===== config.mk =====
export PLATFORM = sky130hd
export DESIGN_NAME = mem_mux_rr
export DESIGN_NICKNAME = d
export VERILOG_FILES = /design/src/rtl/mem_mux_rr_pkg.sv /design/src/rtl/mem_mux_rr_tag_fifo.sv /design/src/rtl/mem_mux_rr.sv
export SDC_FILE = /design/constraint.sdc
export NUM_CORES = 1
export LEC_CHECK = 0
export CAP_MARGIN = 20
export CORE_MARGIN = 2
export CORE_UTILIZATION = 32
export DETAILED_ROUTE_END_ITERATION = 10
export GPL_TIMING_DRIVEN = 1
export PLACE_DENSITY_LB_ADDON = 0.2
export SETUP_SLACK_MARGIN = 0.5
export SLEW_MARGIN = 10
export SYNTH_ARGS = -nofsm -noshare
export SYNTH_HDL_FRONTEND = slang
export SYNTH_SLANG_ARGS = --single-unit

===== constraint.sdc =====
create_clock -name clk -period 6.7 [get_ports clk]
set_input_delay 0.67 -clock clk [delete_from_list [all_inputs] [get_ports clk]]
set_output_delay 0.67 -clock clk [all_outputs]
set_load 0.02 [all_outputs]

===== src/rtl/mem_mux_rr_pkg.sv =====
// ============================================================================
// Module      : mem_mux_rr_pkg
// Description : Shared helper for the mem_mux_rr read-port arbiter.
// Revision    : 1.0 - initial release
// ============================================================================
`default_nettype none

package mem_mux_rr_pkg;

    // Width of a tag (or pointer) able to name n distinct items; never below 1.
    function automatic int mem_mux_tag_w(input int n);
        return (n <= 2) ? 1 : $clog2(n);
    endfunction

endpackage

`default_nettype wire


===== src/rtl/mem_mux_rr_tag_fifo.sv =====
// ============================================================================
// Module      : mem_mux_rr_tag_fifo
// Description : Register FIFO of source tags for reads in flight, with count.
// Revision    : 1.0 - initial release
// ============================================================================
`default_nettype none

module mem_mux_rr_tag_fifo
    import mem_mux_rr_pkg::*;
#(
    parameter int DEPTH = 4,
    parameter int TAG_W = 2
) (
    input  logic                         clk,
    input  logic                         rst,
    input  logic                         push,
    input  logic [TAG_W-1:0]             push_tag,
    input  logic                         pop,
    output logic [TAG_W-1:0]             head_tag,
    output logic                         full,
    output logic                         empty,
    output logic [$clog2(DEPTH+1)-1:0]   count
);

    localparam int PTR_W = mem_mux_tag_w(DEPTH);
    localparam int CNT_W = $clog2(DEPTH + 1);
    localparam logic [PTR_W-1:0] c_last_ptr = PTR_W'(DEPTH - 1);

    logic [TAG_W-1:0] r_mem [DEPTH];
    logic [PTR_W-1:0] r_wr_ptr;
    logic [PTR_W-1:0] r_rd_ptr;
    logic [CNT_W-1:0] r_count;
    logic             w_push;
    logic             w_pop;

    function automatic logic [PTR_W-1:0] ptr_inc(input logic [PTR_W-1:0] p);
        return (p == c_last_ptr) ? '0 : p + PTR_W'(1);
    endfunction

    assign full     = (r_count == CNT_W'(DEPTH));
    assign empty    = (r_count == '0);
    assign w_push   = push & ~full;
    assign w_pop    = pop & ~empty;
    assign head_tag = r_mem[r_rd_ptr];
    assign count    = r_count;

    always_ff @(posedge clk or negedge rst) begin
        if (!rst) begin
            r_wr_ptr <= '0;
            r_rd_ptr <= '0;
            r_count  <= '0;
        end else begin
            if (w_push) r_wr_ptr <= ptr_inc(r_wr_ptr);
            if (w_pop)  r_rd_ptr <= ptr_inc(r_rd_ptr);
            if (w_push && !w_pop)      r_count <= r_count + CNT_W'(1);
            else if (!w_push && w_pop) r_count <= r_count - CNT_W'(1);
        end
    end

    always_ff @(posedge clk) begin
        if (w_push) r_mem[r_wr_ptr] <= push_tag;
    end

endmodule

`default_nettype wire


===== src/rtl/mem_mux_rr.sv =====
// ============================================================================
// Module      : mem_mux_rr
// Description : NUM_SRC-source round-robin read mux for one state memory, with
//               in-order response steering through a tag FIFO.
//               Optional macro MEM_MUX_RR_PRIO0_EN gives src 0 strict priority.
// Revision    : 1.0 - initial release
// ============================================================================
`default_nettype none

module mem_mux_rr
    import mem_mux_rr_pkg::*;
#(
    parameter int NUM_SRC         = 4,
    parameter int ADDR_W          = 8,
    parameter int DATA_W          = 64,
    parameter int MAX_OUTSTANDING = 4
) (
    input  logic                                  clk,
    input  logic                                  rst,
    input  logic [NUM_SRC-1:0]                    src_rd_req_val,
    input  logic [NUM_SRC*ADDR_W-1:0]             src_rd_req_addr,
    output logic [NUM_SRC-1:0]                    src_rd_req_rdy,
    output logic [NUM_SRC-1:0]                    src_rd_resp_val,
    output logic [DATA_W-1:0]                     src_rd_resp_data,
    input  logic [NUM_SRC-1:0]                    src_rd_resp_rdy,
    output logic                                  dst_rd_req_val,
    output logic [ADDR_W-1:0]                     dst_rd_req_addr,
    input  logic                                  dst_rd_req_rdy,
    input  logic                                  dst_rd_resp_val,
    input  logic [DATA_W-1:0]                     dst_rd_resp_data,
    output logic                                  dst_rd_resp_rdy,
    output logic [$clog2(MAX_OUTSTANDING+1)-1:0]  outstanding_cnt
);

    localparam int SRC_W = mem_mux_tag_w(NUM_SRC);

`ifdef MEM_MUX_RR_PRIO0_EN
    localparam bit PRIO0 = 1'b1;
`else
    localparam bit PRIO0 = 1'b0;
`endif

    logic [SRC_W-1:0]  r_last_grant;
    logic [SRC_W-1:0]  r_lock_grant;
    logic              r_lock;
    logic [SRC_W-1:0]  w_rr_grant;
    logic              w_rr_found;
    logic [SRC_W-1:0]  w_grant;
    logic [ADDR_W-1:0] w_addr;
    logic              w_issue;
    logic              w_push;
    logic              w_pop;
    logic              w_full;
    logic              w_empty;
    logic [SRC_W-1:0]  w_head;

    // Round-robin search starting just past the last granted source.
    always_comb begin
        int idx;
        idx        = 0;
        w_rr_grant = '0;
        w_rr_found = 1'b0;
        for (int k = 1; k <= NUM_SRC; k++) begin
            idx = (int'(r_last_grant) + k) % NUM_SRC;
            if (!w_rr_found && src_rd_req_val[SRC_W'(idx)] && !(PRIO0 && idx == 0)) begin
                w_rr_grant = SRC_W'(idx);
                w_rr_found = 1'b1;
            end
        end
    end

    always_comb begin
        if (r_lock && src_rd_req_val[r_lock_grant]) w_grant = r_lock_grant;
        else if (PRIO0 && src_rd_req_val[0])       w_grant = '0;
        else                                       w_grant = w_rr_grant;
    end

    always_comb begin
        w_addr = '0;
        for (int i = 0; i < NUM_SRC; i++) begin
            if (w_grant == SRC_W'(i)) w_addr = src_rd_req_addr[i*ADDR_W +: ADDR_W];
        end
    end

    // Full blocks issue outright; a pop in the same cycle is not forwarded.
    assign w_issue = (|src_rd_req_val) & ~w_full;
    assign w_push  = w_issue & dst_rd_req_rdy;
    assign w_pop   = dst_rd_resp_val & ~w_empty & src_rd_resp_rdy[w_head];

    assign dst_rd_req_val   = rst & w_issue;
    assign dst_rd_req_addr  = w_addr;
    assign dst_rd_resp_rdy  = rst & ~w_empty & src_rd_resp_rdy[w_head];
    assign src_rd_resp_data = dst_rd_resp_data;

    always_comb begin
        src_rd_req_rdy  = '0;
        src_rd_resp_val = '0;
        if (rst && w_push)                       src_rd_req_rdy[w_grant] = 1'b1;
        if (rst && dst_rd_resp_val && !w_empty)  src_rd_resp_val[w_head] = 1'b1;
    end

    always_ff @(posedge clk or negedge rst) begin
        if (!rst) begin
            r_last_grant <= SRC_W'(NUM_SRC - 1);
            r_lock       <= 1'b0;
            r_lock_grant <= '0;
        end else begin
            if (w_push && !(PRIO0 && w_grant == '0)) r_last_grant <= w_grant;
            r_lock       <= w_issue & ~dst_rd_req_rdy;
            r_lock_grant <= w_grant;
        end
    end

    mem_mux_rr_tag_fifo #(
        .DEPTH (MAX_OUTSTANDING),
        .TAG_W (SRC_W)
    ) u_tag_fifo (
        .clk      (clk),
        .rst      (rst),
        .push     (w_push),
        .push_tag (w_grant),
        .pop      (w_pop),
        .head_tag (w_head),
        .full     (w_full),
        .empty    (w_empty),
        .count    (outstanding_cnt)
    );

`ifndef SYNTHESIS
    a_no_stray_resp: assert property (@(posedge clk) disable iff (!rst) !(dst_rd_resp_val && w_empty));
`endif

endmodule

`default_nettype wire


Word-level counts from Yosys, hierarchy flattened
Memory sizes are Yosys's and may differ from the RTL's.
Index checks and enable logic that the tools add are counted.

cells by class
  shift operators = 0
  eq/ne operators = 6
  reduce and logical (&&, ||, !) cells = 21
  divide/modulo/power cells = 0
  bitwise gates (word level) = 13
  multipliers = 0
  $lt $le $gt $ge = 9
  mux-type cells = 40
  add/subtract/negate cells = 8

operators with widths
  kind                                                                                 count
  8-bit two-way mux                                                                    4
  1-bit two-way mux                                                                    17
  2-bit by 4-bit less-than comparator with 1-bit output, second input constant         4
  2-bit two-way mux                                                                    7
  1-bit binary-select mux with 2-bit select                                            6
  1-bit logical AND                                                                    11
  1-bit AND                                                                            10
  2-bit by 3-bit less-than comparator with 1-bit output, second input constant         3
  2-bit by 1-bit adder with 2-bit output, second input constant                        4
  2-bit == test, second input constant                                                 4
  4-bit two-way mux                                                                    2
  1-bit zero test                                                                      6
  3-bit two-way mux                                                                    2
  2-bit adder, second input constant                                                   2
  1-bit demux with 2-bit select                                                        2
  2-bit by 1-bit greater-or-equal comparator with 1-bit output, second input constant  2
  4-bit OR reduction                                                                   1
  3-bit by 1-bit adder with 3-bit output, second input constant                        1
  3-bit == test, second input constant                                                 1
  3-bit zero test                                                                      1
  1-bit inverter                                                                       3
  3-bit by 1-bit subtractor with 3-bit output, second input constant                   1
  2-bit by 1-bit == test with 1-bit output, second input constant                      1
  2-bit zero test                                                                      1
  2-bit nonzero test                                                                   1

storage, ports and cells
  word-level logic and storage cells = 104
  output and inout port bits = 85
  flip-flop bits (word level) = 12
  bits in latches = 0
  memories = 1
  RAM bits = 8
  ROM bits = 0

memory list
  name              words  width  rd ports  clocked after memory_dff  wr ports  RTL line                   RTL
  u_tag_fifo.r_mem  4      2      1         0                         1         mem_mux_rr_tag_fifo.sv:29  logic [TAG_W-1:0] r_mem [DEPTH];

Logic depth before layout (Yosys ltp)
  depth in word-level cells = 20
  mapped depth = 10

Cells and area by module
A second synthesis with hierarchy kept.

unflattened totals
  cells, all modules = 185
  area, all modules = 1963.1 um^2

by module, submodules not included
  module               cells an instance  instances  area an instance (um^2)  seq. area each (um^2)
  mem_mux_rr           138                1          1207.4                   127.6
  mem_mux_rr_tag_fifo  47                 1          755.7                    415.4

Worst setup path before layout
Ideal clock, no wire load.

  kind = input to output
  start point = input port src_rd_req_val[3]
  end point = output port src_rd_req_rdy[2]
  data required time = 6.030 ns
  stages = 6
  path slack = 3.949 ns
  path buffers = 1
  arrival time = 2.081 ns
  path through = mux2i_1 nor2_1 o31ai_2 buf_2 inv_1 nor3_1

between the ends
  longest elaborated chain between the ends = 19

ends and longest elaborated chain
  item                                                                                                                                                         RTL line                   RTL
  start: declaration                                                                                                                                           mem_mux_rr.sv:20           input logic [NUM_SRC-1:0] src_rd_req_val,
  1-bit binary-select mux with 2-bit select                                                                                                                    mem_mux_rr.sv:65           if (!w_rr_found && src_rd_req_val[SRC_W'(idx)] && !(PRIO0 && idx == 0)) begin
  1-bit two-way mux (implied by the code) (2 in series)                                                                                                        mem_mux_rr.sv:65
  1-bit two-way mux                                                                                                                                            mem_mux_rr.sv:65
  1-bit zero test                                                                                                                                              mem_mux_rr.sv:65
  1-bit logical AND                                                                                                                                            mem_mux_rr.sv:65
  1-bit two-way mux                                                                                                                                            mem_mux_rr.sv:65
  1-bit zero test                                                                                                                                              mem_mux_rr.sv:65
  1-bit logical AND                                                                                                                                            mem_mux_rr.sv:65
  [... 3 more ...]                                                                                                                                             n/a
  2-bit two-way mux                                                                                                                                            mem_mux_rr.sv:65
  2-bit two-way mux *                                                                                                                                          mem_mux_rr.sv:73           if (r_lock && src_rd_req_val[r_lock_grant]) w_grant = r_lock_grant;
  via u_tag_fifo.push_tag[0]                                                                                                                                   mem_mux_rr_tag_fifo.sv:17  input logic [TAG_W-1:0] push_tag,
  2-bit by 3-bit less-than comparator with 1-bit output (implied by the code) or 2-bit by 1-bit greater-or-equal comparator with 1-bit output (tied branches)  mem_mux_rr.sv:98           if (rst && w_push) src_rd_req_rdy[w_grant] = 1'b1;
  1-bit logical AND (implied by the code)                                                                                                                      mem_mux_rr.sv:98
  1-bit two-way mux (implied by the code)                                                                                                                      mem_mux_rr.sv:98
  1-bit demux with 2-bit select *                                                                                                                              mem_mux_rr.sv:98
  4-bit two-way mux *                                                                                                                                          mem_mux_rr.sv:98
  end: declaration                                                                                                                                             mem_mux_rr.sv:22           output logic [NUM_SRC-1:0] src_rd_req_rdy,

Mark *: on every way through the listed nets, which the timed path passes. The rest lies on a longest branch. The select of a mux whose other input is x is not followed.

Worst setup path after layout
  start point = input port src_rd_req_val[0]
  end point = output port src_rd_req_rdy[1]

between the ends
  longest elaborated chain between the ends = 19

ends and longest elaborated chain
  item                                                                                                                                                         RTL line
  1-bit binary-select mux with 2-bit select                                                                                                                    mem_mux_rr.sv:65
  1-bit two-way mux (implied by the code) (2 in series)                                                                                                        mem_mux_rr.sv:65
  1-bit two-way mux                                                                                                                                            mem_mux_rr.sv:65
  1-bit zero test                                                                                                                                              mem_mux_rr.sv:65
  1-bit logical AND                                                                                                                                            mem_mux_rr.sv:65
  1-bit two-way mux                                                                                                                                            mem_mux_rr.sv:65
  1-bit zero test                                                                                                                                              mem_mux_rr.sv:65
  1-bit logical AND                                                                                                                                            mem_mux_rr.sv:65
  [... 2 more ...]                                                                                                                                             n/a
  1-bit logical AND                                                                                                                                            mem_mux_rr.sv:65
  2-bit two-way mux                                                                                                                                            mem_mux_rr.sv:65
  2-bit two-way mux                                                                                                                                            mem_mux_rr.sv:73
  2-bit by 3-bit less-than comparator with 1-bit output (implied by the code) or 2-bit by 1-bit greater-or-equal comparator with 1-bit output (tied branches)  mem_mux_rr.sv:98
  1-bit logical AND (implied by the code)                                                                                                                      mem_mux_rr.sv:98
  1-bit two-way mux (implied by the code)                                                                                                                      mem_mux_rr.sv:98
  1-bit demux with 2-bit select                                                                                                                                mem_mux_rr.sv:98
  4-bit two-way mux *                                                                                                                                          mem_mux_rr.sv:98

Every way passes the cells marked *; elsewhere a longest branch is shown, timed or not. The select of a mux whose other input is x is not followed.

==> impl_metrics.yaml <==
worst_setup_path:
  worst_path_max_delay_cell: "clkdlybuf4s50_1"
  start_kind: "input pin"
  crit_type: "in2out"
  cpPeakStageDelay_ps: 640
  r2r_slack_ps: 3990
  critPathArrivalTime_ps: 3170
  path_delay_family: "buffers and inverters"
  cp_max_fo: 11
  r2r-end: "u_tag_fifo.count[1]"
  crit_top_cell: "clkdlybuf4s50_1"
  endpoint_kind: "output pin"
  rr_startpoint: "u_tag_fifo.r_rd_ptr[0]"
  cp.required_ps: 6030
  ff2ff_path_depth: 8
  cp_cell_sequence: "clkdlybuf4s50_1 -> nor4_1 -> a21oi_1 -> and2_1 -> nand2_1 -> nor3b_1 -> clkdlybuf4s50_1"
  crit_buf_inv: 2
clock_network:
  clock_latency_ps: 250
  cts_resized: 0
  clockBufferDepth: 2
  cts-root-buf: "clkbuf_8"
  cts_buffers: 3
  cts_setup_buffers: 0
  cts.sinks: 20
  cts_hold_buf: 0
  clk_pin_slew_worst_paths_ps: 70
  cts_htree_levels: 1
  cts_tree: "yes"
sta:
  final_max_slew_viol_count: 0
  worst_pin_slew_ps: 762.8
  timing.final.crit_period_ps: 3844
  rsz0062_at_grt: "no"
  holdWs_ps: 532.6
  fin_worst_skew_ps: 1.410
  setup_viol: 0
  fin_crit_sh_pct: 57.38
  hold_violations: 0
  timing.setup.tns_ps: 0
  slew_headroom_pct: 48.99
  fmax_mhz: 260.1
pwr:
  p_per_area_nw_per_um2: 408.3
  seq_power_share_pct: 27.0
  peakVddDrop_mv: 0.1667
  p_switching_mw: 0.3664
  internal_power_mw: 0.5260
  p_clk_share_pct: 10.2
  p_comb_share_pct: 62.8
  swShare_pct: 41.06
  p_leak_nw: 0.9291
synthesis:
  synth_cells: 193
  post_synth.cell_area_avg_um2: 9.711
  yosys-top-cells-area: "buf_4 (26%), mux2i_1 (15%), dfrtp_1 (13%)"
  yosys_warnings: 0
  yosysSeqAreaShare_pct: 28.97
  syn-cell-area_um2: 1874
  netlist.area_leader.share_pct: 26.44
  syn_nets: 308
  yosysTopAreaCell: "buf_4"
  synth_cell_types: 35
  synth_seq_cells: 20
floorplan:
  die_w_um: 80.53
  coreArea_um2: 5574
  io_pins: 193
  initial_utilization_pct: 33.63
  die_y_um: 80.53
  dieArea_um2: 6485
  num_rows: 27
place:
  dpl.hpwl_mm: 3.663
  place.port_buffers: 64
  gp_congestion: 0.8137
drt:
  ant_nets: 0
  route.detailed.drc: 0
  firstDrtPassIters: 4
  vias_per_cell: 4.948
  drt_iter0_drc: 46
  wl_per_cell_um: 16.51
  wl_mm: 4.409
  vias: 1321
global_route:
  antenna_found_initial: 0
  overflow: 0
  grtUsageTotal_pct: 13.63
  grt_pass1_vias: 1402
  grt_pass1_wl_mm: 6.755
  grt_max_degree: 22
worst_hold_path:
  min_to: "r_last_grant[0]"
  hold_path_depth: 2
  worstHoldPathType: "reg2reg"
  hold_path.startpoint: "r_last_grant[0]"
flow_run:
  maxCapViolations: 0
layout:
  diodes: 0
  area_growth_pct: 16.62
  final_nets: 311
  num-fill-cells: 536
  drive_above_1_share_pct: 6.667
status:
  status: "complete, no violations"
-- sequential cells by signal (all words and copies together), names as in the netlist --
signal and count:
r_lock_grant 2, r_last_grant 2, u_tag_fifo.r_mem 8, u_tag_fifo.r_wr_ptr 2, u_tag_fifo.r_rd_ptr 2, u_tag_fifo.count 3
r_lock 1
-- kinds of logic (layout without fill, tap and decap cells) --
group,count (synthesis),after routing,share of synthesized area [%]
buffers and inverters,75,77,28.37
AND/OR/NAND/NOR,37,37,10.01
multiplexers,35,35,20.49
flip-flops,20,20,28.97
AO/OA/AOI/OAI,16,16,5.674
adder cells (fa/ha/maj),7,7,5.073
XOR/XNOR,3,3,1.402
-- worst max-delay path by stage --
| stage | startpoint | to | slack, ps | cells after the start |
|---|---|---|---|---|
| 6_report | src_rd_req_val[0] | src_rd_req_rdy[1] | 2860 | 7 |
| 5_1_grt | src_rd_req_val[3] | src_rd_req_rdy[1] | 2630 | 7 |
| 4_1_cts | src_rd_req_val[0] | src_rd_req_rdy[2] | 2350 | 7 |
| 3_5_place_dp | src_rd_req_val[0] | src_rd_req_rdy[2] | 2370 | 7 |
| 3_3_place_gp | src_rd_req_val[0] | src_rd_req_rdy[2] | 2470 | 7 |
| 2_1_floorplan | src_rd_req_val[3] | src_rd_req_rdy[2] | 3950 | 6 |
-- stage by stage --
step           utilization [%]  std cells  power [mW]  setup WS (ps)  instance area (µm²)
2_1_floorplan                -        193      0.6524           3949                 1874
3_3_place_gp             37.96        262      0.7830           2468                 2116
3_5_place_dp             37.96        262      0.8016           2371                 2116
4_1_cts                  38.95        266      0.8977           2351                 2171
5_1_grt                  39.21        267      0.9617           2633                 2186
6_report                 39.21        267      0.8924           2856                 2186
-- worst min-delay path, delay by kind of cell, from the launching register on --
kind | cells | cell delay, ps
compound gates | 1 | 50
flops | 1 | 390
simple gates | 1 | 100
-- layout by cell type (no fill, tap or decap), types with 3 or more instances in the layout --
cell type	netlist	final
a21oi_1	7	7
ha_1	6	6
inv_1	7	7
nor2_1	12	12
mux2i_1	29	29
clkbuf_8	0	4
and3_1	4	4
edfxtp_1	8	8
nand2_1	6	6
nand2b_1	3	3
o21ai_0	3	3
dfrtp_1	10	10
clkdlybuf4s50_1	0	64
-- synth_stat cells (all sizes together) --
cell / n
nor3b: 1
o31ai: 1
nand3b: 1
and3: 4
a21oi: 7
nand2b: 3
nor4: 2
buf: 68
nand2: 6
nor3: 2
nor2: 12
o2bb2ai: 1
mux2i: 29
dfstp: 2
o22ai: 1
mux2: 4
xor2: 2
dfrtp: 10
xnor2: 1
o311a: 1
ha: 6
and2: 2
nand3: 1
o21ai: 3
nor2b: 2
and4: 1
a21bo: 1
mux4: 2
o31a: 1
edfxtp: 8
inv: 7
fa: 1
-- power groups by stage --
stage	registers, mW	logic, mW	clock network [mW]
after floorplan	0.241	0.412	0
after global routing	0.248	0.613	0.100
after CTS	0.242	0.562	0.0936
final	0.241	0.560	0.0908
after global placement	0.239	0.544	0
after detailed placement	0.245	0.557	0
-- final cells by class --
class	count	area, µm²	share of cell area (%)
inverters	7	26.28	1.202
multi-input cells	98	808.3	36.98
well taps	72	90.09	4.121
repair buffers	66	663.1	30.34
flip-flops and latches	20	543.0	24.84
clock buffers	4	55.05	2.519
-- metal layers --
| layer | up-vias | GRT usage (%) | routed length, µm |
|---|---|---|---|
| met5 | - | 0 | 0 |
| met4 | 0 | 8.814 | 179 |
| met3 | 24 | 4.157 | 441 |
| met2 | 85 | 25.00 | 2356 |
| met1 | 613 | 13.03 | 1431 |
| li1 | 599 | - | - |
Power figures use the tool's default switching activity.
